--- src/rtl/signed_arith_pkg.sv ---
// -----------------------------------------------------------------------------
// signed_arith_pkg
// Shared definitions for the signed add/sub/accumulate pipeline:
//   - op_e          : operation encoding carried on the 2-bit `op` port
//   - sat_pos_limit : most-positive two's complement value for a given width
//   - sat_neg_limit : most-negative two's complement value for a given width
// The helpers return a 64-bit container; callers keep the low `width` bits.
// -----------------------------------------------------------------------------
package signed_arith_pkg;

    typedef enum logic [1:0] {
        OP_ADD  = 2'b00,
        OP_SUB  = 2'b01,
        OP_ACC  = 2'b10,
        OP_LOAD = 2'b11
    } op_e;

    // 2^(width-1)-1 : every bit below the sign bit set
    function automatic logic [63:0] sat_pos_limit(input int unsigned width);
        sat_pos_limit = (64'd1 << (width - 32'd1)) - 64'd1;
    endfunction

    // -2^(width-1) : only the sign bit set within the low `width` bits
    function automatic logic [63:0] sat_neg_limit(input int unsigned width);
        sat_neg_limit = 64'd1 << (width - 32'd1);
    endfunction

endpackage

--- src/rtl/signed_sat_wrap.sv ---
// -----------------------------------------------------------------------------
// signed_sat_wrap
// Combinational overflow detect and saturate/wrap of a WIDTH+1-bit signed raw
// value down to WIDTH bits.
// Ports:
//   raw    in  WIDTH+1  sign-extended raw sum/difference
//   sat_en in  1        1 = clamp on overflow, 0 = wrap
//   result out WIDTH    final value
//   ovf    out 1        signed overflow (reported in both modes)
// -----------------------------------------------------------------------------
module signed_sat_wrap #(
    parameter int WIDTH = 32
) (
    input  logic [WIDTH:0]   raw,
    input  logic             sat_en,
    output logic [WIDTH-1:0] result,
    output logic             ovf
);
    import signed_arith_pkg::*;

    localparam logic [63:0]      POS_FULL = sat_pos_limit(WIDTH);
    localparam logic [63:0]      NEG_FULL = sat_neg_limit(WIDTH);
    localparam logic [WIDTH-1:0] POS_LIM  = POS_FULL[WIDTH-1:0];
    localparam logic [WIDTH-1:0] NEG_LIM  = NEG_FULL[WIDTH-1:0];

    // Overflow when the extra top bit disagrees with the WIDTH-bit sign bit;
    // raw[WIDTH] then holds the true sign and picks the clamp direction.
    always_comb begin
        ovf    = raw[WIDTH] ^ raw[WIDTH-1];
        result = raw[WIDTH-1:0];
        if (ovf && sat_en) begin
            if (raw[WIDTH]) begin
                result = NEG_LIM;
            end else begin
                result = POS_LIM;
            end
        end else begin
            result = raw[WIDTH-1:0];
        end
    end

endmodule

--- src/rtl/signed_addsub_pipe.sv ---
// -----------------------------------------------------------------------------
// signed_addsub_pipe
// Two-stage valid/ready pipeline performing signed ADD, SUB, ACC (accumulate)
// and LOAD with selectable saturation or wrap on overflow.
//   S1 holds the WIDTH+1-bit raw value, S2 holds the final result and flag.
//   The accumulator is updated at input transfer so ACC ops chain with no
//   bubbles; the ACC/LOAD result leaving S2 equals that updated value.
// Ports:
//   clk, rst        clock, synchronous active-high reset
//   in_valid/ready  input handshake for a, b, op, sat_en
//   a, b            WIDTH-bit signed operands
//   op              00 ADD, 01 SUB, 10 ACC, 11 LOAD
//   sat_en          1 = saturate, 0 = wrap
//   out_valid/ready output handshake for result, ovf
//   result, ovf     final value and signed-overflow flag
//   acc_q           current accumulator value
// -----------------------------------------------------------------------------
module signed_addsub_pipe #(
    parameter int WIDTH       = 32,
    parameter bit SAT_DEFAULT = 1'b0
) (
    input  logic             clk,
    input  logic             rst,
    input  logic             in_valid,
    output logic             in_ready,
    input  logic [WIDTH-1:0] a,
    input  logic [WIDTH-1:0] b,
    input  logic [1:0]       op,
    input  logic             sat_en,
    output logic             out_valid,
    input  logic             out_ready,
    output logic [WIDTH-1:0] result,
    output logic             ovf,
    output logic [WIDTH-1:0] acc_q
);
    import signed_arith_pkg::*;

    op_e              op_s;
    logic [WIDTH:0]   a_ext_s;
    logic [WIDTH:0]   b_ext_s;
    logic [WIDTH:0]   acc_ext_s;
    logic [WIDTH:0]   raw_s;
    logic             s2_adv_s;
    logic             s1_adv_s;
    logic             in_ready_s;
    logic             in_fire_s;
    logic [WIDTH-1:0] acc_final_s;
    logic             acc_ovf_s;
    logic [WIDTH-1:0] s2_result_s;
    logic             s2_ovf_raw_s;
    logic             s2_ovf_s;

    logic             s1_valid_r;
    logic [WIDTH:0]   s1_raw_r;
    op_e              s1_op_r;
    logic             s1_sat_r;
    logic             s1_acc_ovf_r;
    logic             out_valid_r;
    logic [WIDTH-1:0] result_r;
    logic             ovf_r;
    logic [WIDTH-1:0] acc_r;

    assign op_s      = op_e'(op);
    assign a_ext_s   = {a[WIDTH-1], a};
    assign b_ext_s   = {b[WIDTH-1], b};
    assign acc_ext_s = {acc_r[WIDTH-1], acc_r};

    // Raw value at WIDTH+1 bits; subtraction is direct so b = min is exact.
    always_comb begin
        raw_s = a_ext_s;
        case (op_s)
            OP_ADD:  raw_s = a_ext_s + b_ext_s;
            OP_SUB:  raw_s = a_ext_s - b_ext_s;
            OP_ACC:  raw_s = acc_ext_s + a_ext_s;
            OP_LOAD: raw_s = a_ext_s;
            default: raw_s = a_ext_s;
        endcase
    end

    // Handshake: ready depends only on pipeline occupancy, out_ready and rst.
    always_comb begin
        s2_adv_s   = !out_valid_r || out_ready;
        s1_adv_s   = !s1_valid_r || s2_adv_s;
        in_ready_s = s1_adv_s && !rst;
        in_fire_s  = in_valid && in_ready_s;
    end

    // Accumulator path: final value computed from the same raw as S1 captures.
    signed_sat_wrap #(.WIDTH(WIDTH)) u_acc_sat (
        .raw    (raw_s),
        .sat_en (sat_en),
        .result (acc_final_s),
        .ovf    (acc_ovf_s)
    );

    // S2 path: resolve the raw value held in S1.
    signed_sat_wrap #(.WIDTH(WIDTH)) u_s2_sat (
        .raw    (s1_raw_r),
        .sat_en (s1_sat_r),
        .result (s2_result_s),
        .ovf    (s2_ovf_raw_s)
    );

    // ACC reuses the flag produced when acc_q was written; LOAD never overflows.
    always_comb begin
        s2_ovf_s = 1'b0;
        case (s1_op_r)
            OP_ADD:  s2_ovf_s = s2_ovf_raw_s;
            OP_SUB:  s2_ovf_s = s2_ovf_raw_s;
            OP_ACC:  s2_ovf_s = s1_acc_ovf_r;
            OP_LOAD: s2_ovf_s = 1'b0;
            default: s2_ovf_s = 1'b0;
        endcase
    end

    // S1 register: captures the raw value on input transfer.
    always_ff @(posedge clk) begin
        if (rst) begin
            s1_valid_r   <= 1'b0;
            s1_raw_r     <= '0;
            s1_op_r      <= OP_ADD;
            s1_sat_r     <= SAT_DEFAULT;
            s1_acc_ovf_r <= 1'b0;
        end else if (s1_adv_s) begin
            s1_valid_r <= in_fire_s;
            if (in_fire_s) begin
                s1_raw_r     <= raw_s;
                s1_op_r      <= op_s;
                s1_sat_r     <= sat_en;
                s1_acc_ovf_r <= (op_s == OP_ACC) ? acc_ovf_s : 1'b0;
            end
        end
    end

    // S2 register: result and flag; held unchanged while stalled.
    always_ff @(posedge clk) begin
        if (rst) begin
            out_valid_r <= 1'b0;
            result_r    <= '0;
            ovf_r       <= 1'b0;
        end else if (s2_adv_s) begin
            out_valid_r <= s1_valid_r;
            if (s1_valid_r) begin
                result_r <= s2_result_s;
                ovf_r    <= s2_ovf_s;
            end
        end
    end

    // Accumulator: written at input transfer of ACC or LOAD.
    always_ff @(posedge clk) begin
        if (rst) begin
            acc_r <= '0;
        end else if (in_fire_s && (op_s == OP_ACC || op_s == OP_LOAD)) begin
            acc_r <= acc_final_s;
        end
    end

    assign in_ready  = in_ready_s;
    assign out_valid = out_valid_r;
    assign result    = result_r;
    assign ovf       = ovf_r;
    assign acc_q     = acc_r;

endmodule

--- config.mk ---
export PLATFORM = sky130hd
export DESIGN_NAME = signed_addsub_pipe
export DESIGN_NICKNAME = d
export VERILOG_FILES = /design/src/rtl/signed_arith_pkg.sv /design/src/rtl/signed_sat_wrap.sv /design/src/rtl/signed_addsub_pipe.sv
export SDC_FILE = /design/constraint.sdc
export NUM_CORES = 1
export LEC_CHECK = 0
export BUFFER_PORTS_ARGS = -buffer_cell sky130_fd_sc_hd__buf_4
export CAP_MARGIN = 25
export CORE_ASPECT_RATIO = 0.9
export CORE_MARGIN = 1
export CORE_UTILIZATION = 60
export DETAILED_ROUTE_END_ITERATION = 8
export PLACE_DENSITY = 0.85
export SYNTH_ARGS = -nofsm -noshare
export SYNTH_HDL_FRONTEND = slang
export SYNTH_SLANG_ARGS = --single-unit
export TNS_END_PERCENT = 5
--- constraint.sdc ---
create_clock -name clk -period 8.7 [get_ports clk]
set_input_delay 0.87 -clock clk [delete_from_list [all_inputs] [get_ports clk]]
set_output_delay 0.87 -clock clk [all_outputs]
set_load 0.02 [all_outputs]
Word level (Yosys, flattened, before mapping)
Cells that the tools add are included.
W data, S select, Z words.
{"block": "classes", "addsub": 3, "n_eq_ne": 6, "n_mux": 7, "bitwise_logic": 2, "n_reduce_logical": 16}
{"cell": "$pmux W33 S4", "n": 1}
{"cell": "$mux W32", "n": 4}
{"cell": "$add A32 B32 Y33", "n": 2}
{"cell": "$sub A32 B32 Y33", "n": 1}
{"cell": "$eq A2 B2 Y1 const B", "n": 4}
{"cell": "$logic_and A1 B1 Y1", "n": 5}
{"cell": "$eq A2 B1 Y1 const B", "n": 2}
{"cell": "$logic_not A2 Y1", "n": 2}
{"cell": "$reduce_and A2 Y1", "n": 2}
{"cell": "$logic_not A1 Y1", "n": 3}
{"cell": "$logic_or A1 B1 Y1", "n": 3}
{"cell": "$pmux W1 S3", "n": 1}
{"cell": "$reduce_or A2 Y1", "n": 1}
{"cell": "$xor A1 B1 Y1", "n": 2}
{"cell": "$mux W1", "n": 1}
{"block": "word_totals", "regBits": 104, "out_inout_bits": 67, "word_cells": 43}

Longest topological paths before layout
Gate-level depths: netlist of the first run.
{"block": "depth", "depth_word": 6, "depth_mapped": 22}

Hierarchy
A second synthesis of the first run with hierarchy kept.
{"block": "hier_totals", "hier_cells": 1144, "hier_area_um2": 8207.9}
{"module": "signed_addsub_pipe", "instances": 1, "cells_each": 984, "area_each_um2": 6989.2, "seq_area_each_um2": 2082.0}
{"module": "signed_sat_wrap", "instances": 2, "cells_each": 80, "area_each_um2": 609.3, "seq_area_each_um2": 0.0}

Worst setup path before layout of the first run
No wires, ideal clock.
{"block": "synth_path", "kind": "in2reg", "start": "in b[0]", "end": "reg acc_r[10] (netlist: acc_q[10])", "setup_ns": 0.143, "t_arrival_ns": 4.911, "required_ns": 8.557, "slack_ns": 3.645, "path_stages": 20, "path_cell_list": "inv_1 -> ha_1 -> nor4b_2 -> and4_1 -> clkbuf_1 -> nor2b_1 -> nand2_1 -> nor3_1 -> o31a_1 -> o22ai_1 -> ha_1 -> clkbuf_1 -> nand2_1 -> o221ai_1 -> a221o_1 -> or4_1 -> nand3_1 -> mux2i_1 -> buf_4 -> o32ai_2"}
{"block": "synth_via", "elab_chain_cells": 5, "elab_cells_between_ends": 7, "classes_between": "add/sub: 2; mux: 3; bitwise: 1; reduce/logical: 1"}
{"item": "from (decl)", "line_no": "signed_addsub_pipe.sv:27", "source": "input logic [WIDTH-1:0] b,"}
{"item": "$sub A32 B32 Y33 / $add A32 B32 Y33 (equally long branches)", "line_no": "signed_addsub_pipe.sv:73, signed_addsub_pipe.sv:72"}
{"item": "$pmux W33 S4 *", "line_no": "signed_addsub_pipe.sv:71", "source": "case (op_s)"}
{"item": "$xor A1 B1 Y1", "line_no": "signed_sat_wrap.sv:29", "source": "ovf = raw[WIDTH] ^ raw[WIDTH-1];"}
{"item": "$logic_and A1 B1 Y1", "line_no": "signed_sat_wrap.sv:31", "source": "if (ovf && sat_en) begin"}
{"item": "$mux W32 *", "line_no": "signed_sat_wrap.sv:31"}
{"item": "to (signal assigned)", "line_no": "signed_addsub_pipe.sv:155", "source": "acc_r <= acc_final_s;"}
{"item": "to (decl)", "line_no": "signed_addsub_pipe.sv:61", "source": "logic [WIDTH-1:0] acc_r;"}
Every way passes the cells marked *; elsewhere a longest branch is shown, timed or not.
A chain may end at the register's enable or synchronous reset.

Final worst setup path of the first run
{"block": "layout_path", "start": "in b[0]", "end": "reg acc_r[23] (netlist: acc_q[23])"}
The elaborated chain is that of the path after synthesis.

==> results.cfg, run 1 <==
[status]
outcome = finished, final reports clean

[power]
p_leak_uw = 0.00382
worst_ir_drop_vdd_uv = 107
power_density_mw_per_mm2 = 185
power_uw = 1710

[hold_path]
hp-class = reg -> reg
hold_end = s1_raw_r[27]
hold_start = s1_raw_r[27]
whs_path_depth = 2

[synth]
ys_seq_elements = 104
yosys.area_share.simple = 0.250
synth_async_sr_flop_share = 0
synthAdderAreaFrac = 0.0608
synth-compound-area-share = 0.314
syn_area_per_cell_um2 = 7.41
ys.flop_type = dfxtp_1
ys_types = 79
yosys-mux-area-fraction = 0.0192
netlist_instances = 1072
yosysSeqAreaShare = 0.262
synth_edf_count = 0
synth_nets = 1181
synth_top_family_by_area = compound AO/OA/AOI/OAI gates
yosysWarnings = 0
synth-xor-area-share = 0.0271
synth_area_mm2 = 0.00795

[clocking]
cts_made_buffers = 9
path_clk_slew_ns = 0.06
cts_setup_buffers = 0
cts_tree = done
clock_path_buffers = 2
cts.repair.resized = 0
root_buffer = clkbuf_16
cts_sinks = 104
cts.htree.levels = 3
worstSkewPairLatency_ns = 0.34
cts-hold-fix-buffers = 0

[global_routing]
grt.total_usage = 0.357
antenna_found_initial = 0
first_global_vias = 7079
grt_max_degree = 65
grt_pass1_wl_mm = 37.8
gr-total-overflow = 0

[worst_setup_path]
r2r_end = acc_q[23]
arrival_ns = 6.48
critical_path_class = in -> reg
end_kind = flop
cp_max_fo = 23
reg2reg_depth = 13
required_ns = 8.90
r2r_slack_ns = 4.27
reg2reg_from = acc_q[17]
critPathLaunchType = input port

[detailed_routing]
drc = 0
wl_per_cell_um = 18.6
via_per_inst = 6.40
num_vias = 8411
ant_nets = 0
finalWirelength_mm = 24.5
drt-initial-drc-count = 1118
firstDrtPassIters = 5

[placement]
hpwl_mm = 18.5
gp_congestion = 1.05
port_buffers = 137

[sta]
maxSlewHeadroom = 0.306
period_needed_ns = 6.28
maxSlewViolCount = 0
fin_crit_sh = 0.721
fin_setup_tns_ns = 0
finalClockSkew_ns = 0.00447
rsz0062_at_grt = false
setup_viol = 0
fmax_mhz = 159
hold_viol_final = 0
worstMarginPinSlew_ns = 1.02

[final_layout]
final_common_cell = buf_4
final_nets = 1255
drive_above_1_share = 0.189
final_cell_mix = 148 x buf_4, 132 x nor2_1, 104 x dfxtp_1
syn_to_final_growth_pct = 16.4
antenna_cells = 0

[die]
dieArea_mm2 = 0.0137
io_pins = 138
core_region_area_mm2 = 0.0128
die_w_um = 123
start_util = 0.622
die_h_um = 111
std_cell_rows = 39

[run]
cap_violations = 0
## where the power goes
part	leakage [µW]	switching [µW]	total [µW]	internal [µW]
sequential	0.000858	52.5	590	538
combinational	0.00280	416	680	263
clock	0.000163	166	442	276
total	0.00382	635	1710	1080
## area by class of cell
type / instances / area, µm²
multi-input cells: 840 / 5360
repair buffers: 148 / 1110
fillers: 1074 / 3530
well taps: 164 / 205
clock buffers: 14 / 274
clock inverters: 2 / 60.1
inverters: 43 / 161
flip-flops and latches: 104 / 2080
## critical path: stages
cell and delay (ns):
buf_4 0.12, inv_1 0.05, ha_1 0.21, nor4b_2 0.38, and4_1 0.37, nor2b_1 0.30
nand2_1 0.16, nor3_1 0.23, o31a_1 0.15, o22ai_1 0.09, ha_1 0.49, nand4_1 0.30
nor3_1 0.26, nand4_1 0.12, a311oi_1 0.53, o21ai_0 0.27, a211o_1 0.35, mux2i_4 0.77
buf_4 0.34, o32ai_1 0.10
## synthesized netlist by cell type, drive strengths merged, types with 14 or more instances
cell / number / share of area
a21oi: 97 / 0.063
buf: 19 / 0.015
clkbuf: 66 / 0.031
dfxtp: 104 / 0.26
ha: 37 / 0.058
inv: 42 / 0.020
nand2: 94 / 0.045
nand3: 49 / 0.031
nand4: 14 / 0.011
nor2: 132 / 0.062
nor3: 54 / 0.034
o211ai: 14 / 0.014
o21ai: 79 / 0.050
o22ai: 18 / 0.014
o32ai: 31 / 0.062
or3: 16 / 0.013
## per-stage QoR
stage	setup slack [ns]	cell area, µm²	instances	util	hold WS, ns
floorplan	3.65	7950	1072	-	0.434
global placement	2.33	8920	1299	0.697	0.443
detailed placement	2.30	8920	1299	0.697	0.454
CTS	2.64	9250	1315	0.724	0.465
global route	2.07	9250	1315	0.724	0.488
finish	2.42	9250	1315	0.724	0.466
## how the worst max path moves through the flow
stage,slack [ns],endpoint,start,cells after the start
after floorplan,3.65,acc_q[10],b[0],20
after global placement,2.33,acc_q[23],b[2],19
after detailed placement,2.30,acc_q[23],b[2],19
after CTS,2.64,acc_q[23],b[0],20
after global routing,2.07,acc_q[23],b[0],20
final,2.42,acc_q[23],b[0],20
## state kept, by name, indices dropped and copies added (netlist names)
register	cells
s1_raw_r	33
s1_sat_r	1
ovf	1
result	32
out_valid	1
s1_op_r	2
s1_acc_ovf_r	1
s1_valid_r	1
acc_q	32
## logic make-up (layout without fill, tap and decap cells)
logic type / count (synthesis) / in the layout
mux: 15 / 15
buf+inv: 128 / 207
fa+ha+maj: 38 / 38
simple gates: 418 / 418
flops: 104 / 104
compound gates: 346 / 346
xor+xnor: 23 / 23
## per-layer routing
metal | vias up | share of wire | GRT usage
li1 | 4077 | - | -
met4 | 0 | 0.015 | 0.0763
met1 | 3827 | 0.44 | 0.545
met3 | 33 | 0.14 | 0.106
met5 | - | 0 | 0
met2 | 474 | 0.40 | 0.483
(Power assumes the default switching activity.)
==> run 2, diff against run 1 <==
--- a/config.mk
+++ b/config.mk
@@ -5,13 +5,14 @@
 export SDC_FILE = /design/constraint.sdc
 export NUM_CORES = 1
 export LEC_CHECK = 0
+export ABC_AREA = 1
 export BUFFER_PORTS_ARGS = -buffer_cell sky130_fd_sc_hd__buf_4
 export CAP_MARGIN = 25
 export CORE_ASPECT_RATIO = 0.9
 export CORE_MARGIN = 1
-export CORE_UTILIZATION = 60
+export CORE_UTILIZATION = 52
 export DETAILED_ROUTE_END_ITERATION = 8
-export PLACE_DENSITY = 0.85
+export PLACE_DENSITY = 0.78
 export SYNTH_ARGS = -nofsm -noshare
 export SYNTH_HDL_FRONTEND = slang
 export SYNTH_SLANG_ARGS = --single-unit
==> constraint.sdc (replaced) <==
create_clock -name clk -period 5.6 [get_ports clk]
set_input_delay 0.56 -clock clk [delete_from_list [all_inputs] [get_ports clk]]
set_output_delay 0.56 -clock clk [all_outputs]
set_load 0.02 [all_outputs]
==> run 2 against run 1 <==
Clock skew up 0.0061 ns. Synthesized area is 3.7% lower. Global-route usage is 2.5 points lower. Clock power rose by 51%. Combinational power increased by 37%. Die area rose by 11%. Critical path type unchanged. Largest cell class unchanged. Largest power group unchanged.
==> results.cfg, run 2 <==
[global_routing]
met3_usage = 0.0523
first_global_vias = 7574
grtUsageMet2 = 0.520
gr-total-overflow = 0
grt_pass1_wl_mm = 39.0
grt.total_usage = 0.332
grt_max_degree = 102
busiest_layer = met2
grt_use_met1 = 0.456
antenna_found_initial = 0

[placement]
dp.cells = 1515
pre_cts_slack_ns = 0.663
port_buffers = 137
gp_congestion = 0.966
hpwl_mm = 18.9

[synth]
yosys.area.top_type_share = 0.272
synth_top_area_cell = dfxtp_1
synth_nets = 1342
synth.most_common_cell = nand2_1
synth_async_sr_flop_share = 0
synth_area_leaders = dfxtp_1 27%, nand2_1 16%, o21ai_0 8.5%
syn_area_per_cell_um2 = 6.21
synthTopCellsByCount = 331 x nand2_1, 130 x o21ai_0, 127 x a21oi_1, 127 x inv_1, 104 x dfxtp_1
yosysWarnings = 0
ys.flop_type = dfxtp_1
ys_types = 45
synth_edf_count = 0
synth_area_mm2 = 0.00765
ys_seq_elements = 104
yosysSeqAreaShare = 0.272
netlist_instances = 1233

[sta]
rsz0062_at_grt = false
period_needed_ns = 4.65
maxSlewViolCount = 0
worstMarginPinSlew_ns = 1.08
setup_viol = 0
fin_crit_sh = 0.831
worst_slack_ns = 0.949
hold_viol_final = 0
fmax_mhz = 215
fin_setup_tns_ns = 0
finalClockSkew_ns = 0.0106
maxSlewHeadroom = 0.276

[worst_setup_path]
cp_slowest_cell = nand3_4
crit_family = simple AND/OR/NAND/NOR gates
arrival_ns = 4.89
required_ns = 5.83
critPathLaunchType = input port
critical_path_class = in -> reg
reg2reg_depth = 16
path_buf_inv = 4
cp_max_fo = 31
cp_common_cell = nand2_1
path_depth = 28
end_kind = flop
cpPeakStageDelay_ns = 0.34

[clocking]
cts-hold-fix-buffers = 0
cts_tree = done
root_buffer = clkbuf_16
cts_sinks = 104
clock_path_buffers = 2
cts_setup_buffers = 0
path_clk_slew_ns = 0.08
cts.htree.levels = 3
worstSkewPairLatency_ns = 0.35
cts_made_buffers = 9
cts.repair.resized = 0

[final_layout]
drive_above_1_share = 0.161
regMostFlops = s1_raw_r
syn_to_final_growth_pct = 18.6
final_cells = 1532
final_common_cell = nand2_1
final_nets = 1443
final_cell_mix = 331 x nand2_1, 147 x buf_4, 130 x o21ai_0
largest_register_ff_count = 33
antenna_cells = 0

[power]
power_uw = 2440
worst_ir_drop_vdd_uv = 192
p_leak_uw = 0.00443
power_density_mw_per_mm2 = 269

[die]
die_h_um = 117
core_region_area_mm2 = 0.0142
die_w_um = 130
io_pins = 138
start_util = 0.538
std_cell_rows = 41
dieArea_mm2 = 0.0152

[detailed_routing]
drc = 0
via_per_inst = 5.67
firstDrtPassIters = 7
drt-initial-drc-count = 871
ant_nets = 0
num_vias = 8687
wl_per_cell_um = 16.4
finalWirelength_mm = 25.2

[hold_path]
hp-class = in -> reg
whs_path_depth = 2

[status]
outcome = finished, final reports clean

[run]
cap_violations = 0
## run 2: cell types whose count changed after synthesis, sizes merged, moves of 16 or more
cell and change:
nor2 -40, or3 -16, nand2 +247, a22oi +25
o22ai -18, nor3 -43, a21oi +39, inv +89
nand3 +38, o21ai +54, o32ai -31, clkbuf -21
## run 2: report_power, final
group	internal [µW]	leakage [µW]	total (µW)	switching [µW]
logic	328	0.00341	933	604
registers	801	0.000856	841	40.1
clock network	360	0.000157	669	308
## run 2: layout make-up
cell class	instances	area [µm²]
clock inverter	7	95.1
inverter	131	492
fill	1342	5140
clock buffer	9	225
sequential	104	2080
multi-input combinational	940	4820
timing repair buffer	148	1120
tap	193	241
## run 2: routing by layer
metal / up-vias / part of all wire
met5: - / 0
met4: 0 / 0.037
met3: 55 / 0.081
met2: 418 / 0.44
met1: 3910 / 0.45
li1: 4304 / -
## run 2: worst paths after layout
kind,from,slack (ns),endpoint
worst max-delay path,b[0],0.95,acc_q[3]
worst max register to register,acc_q[1],2.42,acc_q[29]
worst min register to register,s1_raw_r[27],0.47,result[27]
worst min-delay path,rst,0.40,out_valid
## run 2: metrics by stage
stage	hold WS [ns]	util	cell area (µm²)
2_1_floorplan	0.440	-	7650
3_3_place_gp	0.454	0.615	8740
3_5_place_dp	0.455	0.615	8740
4_1_cts	0.391	0.637	9060
5_1_grt	0.393	0.639	9070
6_report	0.396	0.639	9070
## run 2: logic make-up after synthesis
logic type	count (synthesis)	synth area share
xor gates and xnor gates	8	0.00916
and+or+nand+nor	561	0.315
DFF	104	0.272
buffers and inverters	189	0.0989
AOI/OAI and AO/OA	333	0.242
adders and majority gates	38	0.0631
